$ cat config.mk
export PLATFORM = sky130hd
export DESIGN_NAME = rgb_pwm_meter
export DESIGN_NICKNAME = d
export VERILOG_FILES = /design/src/rtl/rgb_pwm_meter.sv
export SDC_FILE = /design/constraint.sdc
export NUM_CORES = 1
export LEC_CHECK = 0
export CORE_AREA = 5 5 135 137
export CTS_CLUSTER_DIAMETER = 150
export CTS_CLUSTER_SIZE = 20
export DETAILED_ROUTE_END_ITERATION = 10
export DIE_AREA = 0 0 140 142
export PLACE_DENSITY = 0.89
export SYNTH_ARGS = -nofsm -noshare
export SYNTH_HDL_FRONTEND = slang
export SYNTH_SLANG_ARGS = --single-unit
$ cat constraint.sdc
create_clock -name clk100mhz -period 6.8 [get_ports clk100mhz]
set_clock_uncertainty 0.2 [all_clocks]
set_input_delay 1.36 -clock clk100mhz [delete_from_list [all_inputs] [get_ports clk100mhz]]
set_output_delay 1.36 -clock clk100mhz [all_outputs]
set_load 0.01 [all_outputs]
$ cat src/rtl/rgb_pwm_meter.sv
// rtl/rgb_pwm_meter.sv - three-channel PWM period/high-time capture with stall detection
//
// Purpose: samples three asynchronous PWM inputs (red, green, blue), measures each
// channel's period and high time in clk100mhz cycles, and flags channels that stop
// producing rising edges for TIMEOUT cycles.
//
// Ports:
//   clk100mhz  in   system clock, all logic on rising edge
//   rst_n      in   asynchronous active-low reset
//   pwm_i      in   [2:0] PWM inputs (0 = red, 1 = green, 2 = blue), asynchronous
//   period_o   out  [3*CNT_W-1:0] last period per channel, channel k at [k*CNT_W +: CNT_W]
//   high_o     out  [3*CNT_W-1:0] last high time per channel, same packing
//   valid_o    out  [2:0] one-cycle update strobe per channel
//   static_o   out  [2:0] channel timed out
//   level_o    out  [2:0] synchronized level captured at timeout
module rgb_pwm_meter #(
   parameter int CNT_W   = 16,
   parameter int TIMEOUT = 50000
) (
   input  logic                 clk100mhz,
   input  logic                 rst_n,
   input  logic [2:0]           pwm_i,
   output logic [3*CNT_W-1:0]   period_o,
   output logic [3*CNT_W-1:0]   high_o,
   output logic [2:0]           valid_o,
   output logic [2:0]           static_o,
   output logic [2:0]           level_o
);

   localparam logic [CNT_W-1:0] TIMEOUT_C = CNT_W'(TIMEOUT);
   localparam logic [CNT_W-1:0] ONE_C     = CNT_W'(1);

   typedef enum logic {IDLE, MEASURE} state_t;

   for (genvar k = 0; k < 3; k++) begin : g_ch
      logic             s1_q, s2_q, s3_q;
      logic             s1_d, s2_d, s3_d;
      state_t           state_q, state_d;
      logic [CNT_W-1:0] period_ctr_q, period_ctr_d;
      logic [CNT_W-1:0] high_ctr_q, high_ctr_d;
      logic [CNT_W-1:0] period_q, period_d;
      logic [CNT_W-1:0] high_q, high_d;
      logic             valid_q, valid_d;
      logic             static_q, static_d;
      logic             level_q, level_d;
      logic             rise;
      logic             timeout;

      assign s1_d = pwm_i[k];
      assign s2_d = s1_q;
      assign s3_d = s2_q;

      assign rise    = s2_q & ~s3_q;
      // A rise in the same cycle the counter reaches TIMEOUT is a normal measurement.
      assign timeout = (state_q == MEASURE) && !rise && (period_ctr_q == TIMEOUT_C);

      // State register
      always_ff @(posedge clk100mhz or negedge rst_n) begin
         if (!rst_n) begin
            state_q <= IDLE;
         end else begin
            state_q <= state_d;
         end
      end

      // Next-state logic
      always_comb begin
         state_d = state_q;
         case (state_q)
            IDLE:    if (rise)    state_d = MEASURE;
            MEASURE: if (timeout) state_d = IDLE;
            default:              state_d = IDLE;
         endcase
      end

      // Output / datapath logic
      always_comb begin
         period_ctr_d = period_ctr_q;
         high_ctr_d   = high_ctr_q;
         period_d     = period_q;
         high_d       = high_q;
         static_d     = static_q;
         level_d      = level_q;
         valid_d      = 1'b0;
         case (state_q)
            IDLE: begin
               period_ctr_d = '0;
               high_ctr_d   = '0;
               // First edge only arms the counters; there is no previous edge to measure from.
               if (rise) begin
                  period_ctr_d = ONE_C;
                  high_ctr_d   = ONE_C;
               end
            end
            MEASURE: begin
               if (rise) begin
                  period_d     = period_ctr_q;
                  high_d       = high_ctr_q;
                  static_d     = 1'b0;
                  valid_d      = 1'b1;
                  period_ctr_d = ONE_C;
                  high_ctr_d   = ONE_C;
               end else if (timeout) begin
                  period_d     = '0;
                  high_d       = '0;
                  static_d     = 1'b1;
                  level_d      = s2_q;
                  valid_d      = 1'b1;
                  period_ctr_d = '0;
                  high_ctr_d   = '0;
               end else begin
                  period_ctr_d = period_ctr_q + ONE_C;
                  if (s2_q) high_ctr_d = high_ctr_q + ONE_C;
               end
            end
            default: begin
               period_ctr_d = '0;
               high_ctr_d   = '0;
            end
         endcase
      end

      // Synchronizer, counters and result registers
      always_ff @(posedge clk100mhz or negedge rst_n) begin
         if (!rst_n) begin
            s1_q         <= 1'b0;
            s2_q         <= 1'b0;
            s3_q         <= 1'b0;
            period_ctr_q <= '0;
            high_ctr_q   <= '0;
            period_q     <= '0;
            high_q       <= '0;
            valid_q      <= 1'b0;
            static_q     <= 1'b0;
            level_q      <= 1'b0;
         end else begin
            s1_q         <= s1_d;
            s2_q         <= s2_d;
            s3_q         <= s3_d;
            period_ctr_q <= period_ctr_d;
            high_ctr_q   <= high_ctr_d;
            period_q     <= period_d;
            high_q       <= high_d;
            valid_q      <= valid_d;
            static_q     <= static_d;
            level_q      <= level_d;
         end
      end

      assign period_o[k*CNT_W +: CNT_W] = period_q;
      assign high_o[k*CNT_W +: CNT_W]   = high_q;
      assign valid_o[k]                 = valid_q;
      assign static_o[k]                = static_q;
      assign level_o[k]                 = level_q;
   end

endmodule
==> results.md <==
- Startpoint Class: flop
- Core Rows: 48
- Critical path arrival: 1450 ps
- Antenna Violating Nets Remaining: 0
- Root Driver: clkbuf_16
- Status: finished, final reports clean
- Final GP Congestion: 0.8559
- Switching Share: 26.86%
- Placed insts: 1278
- Crit path kind: flop to output port
- Worst path max stage delay: 560 ps
- Netlist area before placement: 9925 um^2
- I/O Buffers: 109
- Peak VDD IR: 0.1595 mV
- Worst R2R End: g_ch[0].level_q$_DFFE_PN0P_
- Synth Instances: 1005
- Clock sink total: 213
- Vias: 7708
- Chip Height: 142 um
- Nature of the critical path endpoint: output port
- Internal: 1.926 mW
- Max-cap check violation count: 0
- Leakage: 4.844 nW
- Worst reg2reg path startpoint: g_ch[0].period_ctr_q[0]$_DFF_PN0_
- Clk slew on worst S/H paths: 80 ps
- Clk pwr share: 30.6%
- First DRT Iteration DRCs: 737
- Worst EP required: 5240 ps
- Total GRT Usage: 21.30%
- Critical Path Stages: 1
- Post-synth EDFFs: 0
- Critical path's slowest cell: clkdlybuf4s50_1
- Die X: 140 um
- Top cell family by delay on the critical path: buffers and inverters
- Max Slew Vio Count: 0
- Maximum clock rate: 332.2 MHz
- Wire per inst: 16.60 um
- Core area: 16940 um^2
- Syn Nets: 1019
- Crit. Startpoint: g_ch[1].high_q[13]$_DFFE_PN0P_
- Initial antenna violation count: 0
- Final Hold Viols: 0
- Hold depth: 0
- Worst R2R Path Depth: 7
- Seq/Total Area, Yosys: 53.71%
- Power per standard cell area: 231.7 nW/um^2
- Yosys reg bits: 213
- Avg Synthesized Cell Area: 9.875 um^2
- Psw: 0.7072 mW
- Largest net degree at the start of global routing: 92
- Share of power burned in registers: 55.6%
- Post-DP Area: 10980 um^2
- Post-CTS Setup Inserts: 0
- Post-CTS sizing: 0
- Die area: 19880 um^2
- TritonCTS clock tree: done
- Vias per cell: 5.957
- Post-synth ARST share: 100.0%
- H-tree Lvls: 1
- Fin cells: 1294
- Worst R2R Setup Slack: 4060 ps
- Min Tclk post-route: 3011 ps
- Final #Nets: 1083
- Worst skew pair latency: 470 ps
- TritonRoute pass-1 iters: 5
- Vias in the first global route: 7231
- Worst Tran Pin Value: 1229 ps
- Num CTS Buffers: 14
- Gate power share: 13.8%
- Share of cells above drive strength 1: 6.174%
- Worst path bufs/invs: 1
- Fin crit share: 44.27%
- Worst-case clock buffer depth: 3
- Initial Util: 58.60%
- Final wirelength: 21.48 mm
- CP max FO: 2
- Worst min-delay path category: flop to flop
- Minimum hold slack: 155.2 ps
- Worst slew margin relative to its limit: 18.05%
- Final non-filler cell area: 11360 um^2
- First-pass GRT wire length: 36.00 mm
- Cts hold-fix bufs: 0
- Final setup fails: 0
- Setup slack after layout: 3789 ps
- Setup crit end: high_o[29]
- Pre-CTS WS: 3708 ps
- Yosys cell types: 66
- Post-synth top flop: dfrtp_1
- Synth Warn #: 0
- Area Growth Syn to Fin: 14.51%
- Total gr overflow: 0
- Drt drc: 0
- I/O pins: 110
- Crit-path cells: clkdlybuf4s50_1
- Detailed placer's ending HPWL: 14.21 mm
- Setup_tns: 0 ps
- RSZ-0062 raised after global routing: no
- Ant diodes: 0
## layer usage
metal	share of wire [%]	GRT usage, %	wire, um
met1	44	29.93	9502
met2	49	35.48	10540
met3	4.4	2.520	941
met4	2.3	6.221	496
met5	0	0	0
## layout make-up
type	count	area, um^2
Clock buffer	15	375.4
Clock inverter	1	8.758
Fill cell	1313	5572
Inverter	32	120.1
Multi-Input combinational cell	690	4086
Sequential cell	213	5330
Tap cell	225	281.5
Timing Repair Buffer	118	1162
## cell families (layout without fill, tap and decap cells)
group                      count (synthesis)  in the layout  synth area share [%]
AOI/OAI and AO/OA                        226            226                 14.98
xor gates and xnor gates                  30             30                 2.647
adders and majority gates                  9              9                 1.135
buffers and inverters                    102            166                 5.219
DFF                                      213            213                 53.71
muxes                                     12             12                 1.261
and+or+nand+nor                          413            413                 21.05
## metrics by stage
step | power [mW] | utilization, %
final | 2.633 | 67.10
after global routing | 2.752 | 67.10
after CTS | 2.655 | 67.10
after detailed placement | 1.854 | 64.83
after global placement | 1.837 | 64.83
after floorplan | 1.677 | -
## worst min-delay path by stage
stage	startpoint	end
after detailed placement	g_ch[1].s1_q$_DFF_PN0_	g_ch[1].s2_q$_DFF_PN0_
after floorplan	g_ch[0].s1_q$_DFF_PN0_	g_ch[0].s2_q$_DFF_PN0_
after global placement	g_ch[1].s1_q$_DFF_PN0_	g_ch[1].s2_q$_DFF_PN0_
after CTS	g_ch[1].s1_q$_DFF_PN0_	g_ch[1].s2_q$_DFF_PN0_
final	g_ch[1].s1_q$_DFF_PN0_	g_ch[1].s2_q$_DFF_PN0_
after global routing	g_ch[1].s1_q$_DFF_PN0_	g_ch[1].s2_q$_DFF_PN0_
## flip-flops by register name, summed over array words and instances (netlist names)
signal / count
g_ch.level_q: 3
g_ch.static_q: 3
g_ch.high_ctr_q: 48
g_ch.high_q: 48
g_ch.period_q: 48
g_ch.valid_q: 3
g_ch.s2_q: 3
g_ch.state_q: 3
g_ch.s1_q: 3
g_ch.s3_q: 3
g_ch.period_ctr_q: 48
## cells in the final DEF (no fill, tap or decap), drive strengths merged, types with 18 or more instances in the layout
cell type,synthesis,final
nand2b,20,20
nor2,65,65
clkdlybuf4s50,0,108
nand3,38,38
a21oi,43,43
dfrtp,213,213
xor2,18,18
nand2,152,152
nand4,31,31
inv,31,32
a22o,32,32
o21ai,79,79
## Yosys cell counts, types with 16 or more instances
cell / number / area share [%]
inv_1: 31 / 1.2
o21ai_0: 69 / 3.5
a31oi_1: 16 / 1.0
dfrtp_1: 213 / 54
xor2_1: 18 / 1.6
clkbuf_1: 37 / 1.4
nand4_1: 31 / 2.0
nand2_1: 152 / 5.7
nand2b_1: 20 / 1.3
a22o_2: 27 / 2.7
a21oi_1: 43 / 2.2
o22ai_1: 16 / 1.0
nand3_1: 38 / 1.9
nor2_1: 65 / 2.5
## power by group through the flow
stage,registers [mW],logic (mW),clock network (mW)
detailed placement,1.49,0.367,0
global route,1.48,0.406,0.865
finish,1.47,0.364,0.804
global placement,1.48,0.354,0
CTS,1.46,0.370,0.822
floorplan,1.46,0.212,0
(Power assumes the default switching activity.)
